**src/rtl/gps_ack_sched.sv**
```systemverilog
// rtl/gps_ack_sched.sv - PRN sweep scheduler for the acquisition engine
module gps_ack_sched #(
  parameter int SAT_FIRST = 1,
  parameter int SAT_LAST  = 32,
  parameter int INT_W     = 14,
  parameter int THRESH    = 600,
  parameter int TIMEOUT   = 4000000
) (
  input  logic             clk,
  input  logic             rst,
  input  logic             run,
  input  logic             abort,
  output logic             busy,
  output logic             sweep_done,
  output logic             timeout_err,
  output logic             ack_start,
  output logic [5:0]       sat_sel,
  input  logic             corr_complete,
  input  logic [INT_W-1:0] integrator,
  input  logic [9:0]       code_phase,
  input  logic [15:0]      doppler_omega,
  input  logic             search_complete,
  output logic             res_valid,
  input  logic             res_ready,
  output logic [5:0]       res_sat,
  output logic [INT_W-1:0] res_peak,
  output logic [9:0]       res_code_phase,
  output logic [15:0]      res_doppler,
  output logic             res_found
);

  localparam int CNT_W = $clog2(TIMEOUT) + 1;
  localparam logic [5:0]       FIRST   = 6'(SAT_FIRST);
  localparam logic [5:0]       LAST    = 6'(SAT_LAST);
  localparam logic [INT_W-1:0] THR     = INT_W'(THRESH);
  localparam logic [CNT_W-1:0] TO_LAST = CNT_W'(TIMEOUT - 1);

  typedef enum logic [2:0] {
    S_IDLE,
    S_START,
    S_WAIT,
    S_REPORT,
    S_NEXT,
    S_DONE
  } state_t;

  state_t           state;
  logic [INT_W-1:0] best_peak;
  logic [9:0]       best_code;
  logic [15:0]      best_dopp;
  logic [CNT_W-1:0] cnt;

  logic             capture;
  logic [INT_W-1:0] peak_n;
  logic [9:0]       code_n;
  logic [15:0]      dopp_n;
  logic [CNT_W-1:0] cnt_inc;

  // Best-so-far including the bin presented this cycle; strict compare keeps the earlier bin on ties
  always_comb begin
    capture = corr_complete && (integrator > best_peak);
    peak_n  = capture ? integrator    : best_peak;
    code_n  = capture ? code_phase    : best_code;
    dopp_n  = capture ? doppler_omega : best_dopp;
    cnt_inc = cnt + 1'b1;
  end

  // Sweep FSM with all outputs registered; abort overrides every state and any handshake
  always_ff @(posedge clk) begin
    if (rst) begin
      state          <= S_IDLE;
      busy           <= 1'b0;
      sweep_done     <= 1'b0;
      timeout_err    <= 1'b0;
      ack_start      <= 1'b0;
      sat_sel        <= FIRST;
      res_valid      <= 1'b0;
      res_sat        <= '0;
      res_peak       <= '0;
      res_code_phase <= '0;
      res_doppler    <= '0;
      res_found      <= 1'b0;
      best_peak      <= '0;
      best_code      <= '0;
      best_dopp      <= '0;
      cnt            <= '0;
    end else if (abort) begin
      state      <= S_IDLE;
      busy       <= 1'b0;
      sweep_done <= 1'b0;
      ack_start  <= 1'b0;
      res_valid  <= 1'b0;
    end else begin
      case (state)
        S_IDLE: begin
          if (run) begin
            state       <= S_START;
            sat_sel     <= FIRST;
            timeout_err <= 1'b0;
            ack_start   <= 1'b1;
            busy        <= 1'b1;
          end
        end
        S_START: begin
          ack_start <= 1'b0;
          best_peak <= '0;
          best_code <= '0;
          best_dopp <= '0;
          cnt       <= '0;
          state     <= S_WAIT;
        end
        S_WAIT: begin
          best_peak <= peak_n;
          best_code <= code_n;
          best_dopp <= dopp_n;
          cnt       <= cnt_inc;
          if (search_complete) begin
            state          <= S_REPORT;
            res_valid      <= 1'b1;
            res_sat        <= sat_sel;
            res_peak       <= peak_n;
            res_code_phase <= code_n;
            res_doppler    <= dopp_n;
            res_found      <= (peak_n >= THR);
          end else if (cnt_inc == TO_LAST) begin
            // Engine never closed this PRN: report what we have, never as a detection
            state          <= S_REPORT;
            timeout_err    <= 1'b1;
            res_valid      <= 1'b1;
            res_sat        <= sat_sel;
            res_peak       <= peak_n;
            res_code_phase <= code_n;
            res_doppler    <= dopp_n;
            res_found      <= 1'b0;
          end
        end
        S_REPORT: begin
          if (res_ready) begin
            res_valid <= 1'b0;
            state     <= S_NEXT;
          end
        end
        S_NEXT: begin
          if (sat_sel == LAST) begin
            state      <= S_DONE;
            sweep_done <= 1'b1;
          end else begin
            sat_sel   <= sat_sel + 6'd1;
            state     <= S_START;
            ack_start <= 1'b1;
          end
        end
        S_DONE: begin
          sweep_done <= 1'b0;
          busy       <= 1'b0;
          state      <= S_IDLE;
        end
        default: begin
          state <= S_IDLE;
          busy  <= 1'b0;
        end
      endcase
    end
  end

endmodule

```
**config.mk**
```make
export PLATFORM = sky130hd
export DESIGN_NAME = gps_ack_sched
export DESIGN_NICKNAME = d
export VERILOG_FILES = /design/src/rtl/gps_ack_sched.sv
export SDC_FILE = /design/constraint.sdc
export NUM_CORES = 1
export LEC_CHECK = 0
export CORE_MARGIN = 1.5
export CORE_UTILIZATION = 40
export DETAILED_ROUTE_END_ITERATION = 16
export PLACE_DENSITY = 0.74
export SETUP_SLACK_MARGIN = 0.2
export SLEW_MARGIN = 20
export SYNTH_ARGS = -nofsm -noshare
export SYNTH_HDL_FRONTEND = slang
export SYNTH_SLANG_ARGS = --single-unit
```
**constraint.sdc**
```tcl
create_clock -name clk -period 4 [get_ports clk]
set_clock_uncertainty 0.2 [all_clocks]
set_input_delay 0.8 -clock clk [delete_from_list [all_inputs] [get_ports clk]]
set_output_delay 0.8 -clock clk [all_outputs]
set_load 0.05 [all_outputs]
```
# Yosys cells after proc, flatten, opt, wreduce, memory -nomap -nowiden
# Cells that the tools add are included.
# Widths: inputs -> output; s select.
# word_totals
latchBits,0
ramBits,0
ff_bits,124
memories,0
mem_bits_ro,0
wordCells,95
output_inout_bits,58
# classes
n_eq_ne,14
div,0
n_lt_le_gt_ge,2
shifts,0
n_reduce_logical,20
addsub,2
multipliers,0
bitwise_logic,2
mux,39
# ops
op,n
$mux 16,3
$pmux 23 s2,1
$mux 14,3
$pmux 16 s2,1
$mux 10,3
$pmux 14 s2,1
$mux 6,4
$add 23x1->23 const B,1
$eq 23x22->1 const B,1
$pmux 10 s2,1
$mux 3,5
$pmux 3 s5,1
$ge 14x10->1 const B,1
$gt 14x14->1,1
$ne 2x2->1 const B,6
$pmux 6 s2,1
$reduce_and 3->1,4
$reduce_bool 2->1,6
$mux 1,10
$pmux 1 s2,4
$add 6x1->6 const B,1
$eq 3x2->1 const B,2
$eq 3x3->1 const B,2
$eq 6x6->1 const B,1
12 further kinds,15

# Longest topological paths before layout
# depth
word_depth,5
depth_mapped,12
mapped_depth_nobuf,9

# Least setup slack after synthesis
# No wires, ideal clock.
# synth_path
path_type,register to register
from,register cnt[1]
to,register res_doppler[0]
period_less_slack_ns,3.167
setup_slack_ns,0.833
stages_incl_launch_ff,12
arrival_ns,2.820
required_time_ns,3.653
path_buffers,3
setup_time_ns,0.147
path_cell_list,dfxtp_1 ha_1 buf_2 nand4_1 nor4_4 nand3_2 a2111o_1 o41ai_4 and2_1 buf_6 buf_12 a311oi_2
# synth_via
elab_chain_cells,4
# synth_lines
element,line_no,source
from (decl),51,logic [CNT_W-1:0] cnt;
from (signal assigned),116,cnt <= cnt_inc;
$add 23x1->23,65,cnt_inc = cnt + 1'b1;
$eq 23x22->1,125,end else if (cnt_inc == TO_LAST) begin
$reduce_bool 2->1 (no line),n/a,
$reduce_and 3->1 (no line),n/a,
to (signal assigned),123,res_doppler <= dopp_n;
to (signal assigned),133,res_doppler <= dopp_n;
to (decl),28,"output logic [15:0] res_doppler,"
# Every way passes these cells.
# A chain may end at the register's enable or synchronous reset.

# Worst setup path after layout
# layout_path
from,register cnt[0]
to,register res_doppler[5]
# Same word-level chain as after synthesis.

==> flow_metrics.py <==
metrics = {
    "global_routing": {
        "grt_pass1_vias": 5242,
        "grt_max_degree": 52,
        "track_usage_pct": 19.8,
        "met1_usage_pct": 26.6,
        "grt_util_met3_pct": 4.16,
        "grt-busiest-layer": "met2",
        "grt_use_met2_pct": 31.6,
        "grt_pass1_wl_um": 26200,
        "antenna_found_initial": 0,
        "grt_overflow": 0,
    },
    "worst_setup_path": {
        "ff2ff_setup_slack_ns": 0.43,
        "path_cells": "ha_1 -> and4_1 -> nand3_1 -> nor3_1 -> o22ai_1 -> o41ai_4 -> buf_4 -> a21oi_1 -> a311oi_2",
        "cp-start-kind": "register",
        "cp_max_fo": 36,
        "critPathArrivalTime_ns": 3.70,
        "required_ns": 4.13,
        "critPathCaptureType": "register",
        "cpPeakStageDelay_ns": 0.54,
        "worstSetupPathType": "register to register",
        "r2r_cells": 9,
        "cp_slowest_cell": "dfxtp_1",
    },
    "floorplanning": {
        "die_w_um": 129,
        "die_area_mm2": 0.0166,
        "num_rows": 45,
        "start_util_pct": 41.3,
        "fp.dieH_um": 129,
        "core_area_mm2": 0.0154,
        "io_pins": 105,
    },
    "layout": {
        "diodes": 0,
        "fillCellCount": 1365,
        "layout_commonest_cell": "dfxtp_1",
        "nets": 854,
        "mostFrequentLayoutCells": "dfxtp_1 (124), nand2_1 (111), clkdlybuf4s50_1 (103)",
        "area_delta_synth_final_pct": 27.6,
        "drive_gt1_share_pct": 14.2,
    },
    "route": {
        "drt-initial-drc-count": 339,
        "drt_pass1_iterations": 5,
        "drc": 0,
        "wl_per_cell_um": 16.1,
        "vias": 5692,
        "finalWirelength_um": 16400,
        "viasPerCell": 5.62,
        "antenna_left": 0,
    },
    "timing": {
        "setup_viol": 0,
        "max_freq_mhz": 280,
        "slew_viol_final": 0,
        "finalSetupTns_ns": 0,
        "max_slew_margin_pct": 50.4,
        "rsz0062_at_grt": "no",
        "hold_viol_final": 0,
        "max_slew.worst_pin.slew_ns": 0.744,
        "fin_crit_ns": 3.57,
        "fin_crit_sh_pct": 89.2,
    },
    "synthesis": {
        "synthesis.area_mm2": 0.00634,
        "ys_ff_latch": 124,
        "synth.distinct_cells": 67,
        "seq_area_frac_synth_pct": 39.1,
        "synth_enable_flop_cells": 0,
        "async_reset_ff_share_pct": 0,
        "syn_nets": 782,
        "syn-instance-count": 717,
        "avgSynthCellArea_um2": 8.85,
        "yosysWarnings": 0,
        "synth-main-ff-cell": "dfxtp_1",
    },
    "power_and_ir_drop": {
        "sw_frac_of_total_pct": 23.4,
        "power_density_mw_per_mm2": 386,
        "clockPowerShare_pct": 52.6,
        "leakage_nw": 2.68,
        "combPwrFrac_pct": 7.5,
        "finalPower_mw": 3.13,
        "internal-power_mw": 2.39,
        "ir_drop_mv": 0.251,
        "netSwitchingPower_mw": 0.733,
        "sequentialPowerShare_pct": 40.0,
    },
    "cts": {
        "cts.path.max_buffers": 2,
        "cts-hold-fix-buffers": 0,
        "clk_pin_slew_ns": 0.06,
        "cts_resized": 0,
        "htreeDepth": 4,
        "cts_sinks": 124,
        "cts_made_buffers": 17,
        "insertion_delay_ns": 0.42,
        "cts_setup_buffers": 0,
        "cts_tree": "done",
        "ctsRootBufferMaster": "clkbuf_16",
    },
    "placed_design": {
        "portBuffers": 104,
        "dp_hpwl_um": 10700,
        "globalplace.congestion": 0.901,
    },
    "job": {
        "maxCapViolCount": 0,
    },
    "worst_hold_path": {
        "hp-class": "register to register",
        "worstHoldPathCells": 1,
    },
    "outcome": {
        "status": "completed",
    },
}
per-layer routing:
| layer | vias up | part of all wire (%) |
|---|---|---|
| met2 | 163 | 48 |
| met1 | 2719 | 46 |
| li1 | 2787 | - |
| met3 | 23 | 4.3 |
| met4 | 0 | 1.8 |
| met5 | - | 0 |
cells by family after synthesis:
| logic type | Yosys count | synth area share [%] |
|---|---|---|
| AO/OA/AOI/OAI | 238 | 30.4 |
| XOR/XNOR | 9 | 1.24 |
| adder cells (fa/ha/maj) | 18 | 3.55 |
| buffers and inverters | 96 | 7.65 |
| flip-flops | 124 | 39.1 |
| multiplexers | 1 | 0.158 |
| AND/OR/NAND/NOR | 231 | 17.8 |
through the flow:
| step | std cells | worst slack (ns) | hold slack [ns] | cell area [µm²] | utilization, % |
|---|---|---|---|---|---|
| final | 1013 | 0.431 | 0.277 | 8090 | 52.6 |
| after global routing | 1013 | 0.246 | 0.294 | 8090 | 52.6 |
| after CTS | 1013 | 0.461 | 0.283 | 8090 | 52.6 |
| after detailed placement | 981 | 0.411 | 0.266 | 7460 | 48.5 |
| after global placement | 981 | 0.456 | 0.261 | 7460 | 48.5 |
| after floorplan | 717 | 0.833 | 0.249 | 6340 | - |
layout make-up:
class / instances / area (µm²) / area share [%]
clock buffer: 18 / 439 / 5.43
tap: 211 / 264 / 3.26
sequential: 124 / 2480 / 30.7
clock inverter: 14 / 194 / 2.40
timing repair buffer: 123 / 1220 / 15.1
inverter: 26 / 97.6 / 1.21
multi-input combinational: 497 / 3400 / 42.0
power by group through the flow:
stage	clock, mW	sequential [mW]	combinational [mW]
2_1_floorplan	0	1.29	0.114
3_3_place_gp	0	1.28	0.232
3_5_place_dp	0	1.28	0.233
4_1_cts	1.66	1.25	0.234
5_1_grt	1.73	1.25	0.251
6_report	1.64	1.25	0.234
synthesized netlist by cell type (2+ instances only):
master / count / share of area, %
a211oi_1: 4 / 0.47
a21bo_2: 7 / 1.1
a21o_1: 5 / 0.59
a21oi_1: 80 / 6.3
a22o_1: 40 / 5.5
a311oi_1: 11 / 1.5
a311oi_2: 38 / 9.0
a31oi_1: 9 / 0.89
a41oi_1: 2 / 0.28
and2_1: 3 / 0.30
and3_1: 6 / 0.59
and4_1: 3 / 0.41
buf_12: 4 / 1.3
buf_2: 8 / 0.63
buf_6: 6 / 1.1
clkbuf_1: 50 / 3.0
dfxtp_1: 124 / 39
ha_1: 18 / 3.6
inv_1: 26 / 1.5
nand2_1: 111 / 6.6
nand2b_1: 4 / 0.39
nand3_1: 19 / 1.5
nand3_2: 2 / 0.32
nand4_1: 12 / 1.2
nand4b_1: 2 / 0.28
nor2_1: 31 / 1.8
nor2b_1: 4 / 0.39
nor3_1: 8 / 0.63
nor4_1: 9 / 0.89
o21ai_0: 22 / 1.7
o22ai_1: 2 / 0.20
o311a_1: 2 / 0.32
or3_1: 4 / 0.39
xnor2_1: 2 / 0.28
xor2_1: 7 / 0.97
final timing paths:
kind	to	startpoint
setup / recovery	res_doppler[5]$_SDFFE_PP0P_	cnt[0]$_SDFFE_PP0P_
hold / removal	best_dopp[2]$_SDFFE_PP0P_	best_dopp[2]$_SDFFE_PP0P_
setup reg to reg	res_doppler[5]$_SDFFE_PP0P_	cnt[0]$_SDFFE_PP0P_
hold reg to reg	best_dopp[2]$_SDFFE_PP0P_	best_dopp[2]$_SDFFE_PP0P_
flip-flops by register name, indices dropped and copies added, names as in the netlist, 10 cells and up:
| name | cells |
|---|---|
| cnt | 23 |
| best_dopp | 16 |
| res_doppler | 16 |
| best_peak | 14 |
| res_peak | 14 |
| best_code | 10 |
| res_code_phase | 10 |
critical path, delay by kind of cell, from the launching register on:
family	cells	cell delay (ns)
flops	1	0.54
fa+ha+maj	1	0.39
compound gates	4	1.00
buf+inv	1	0.44
simple gates	3	0.88
Power figures use the tool's default switching activity.
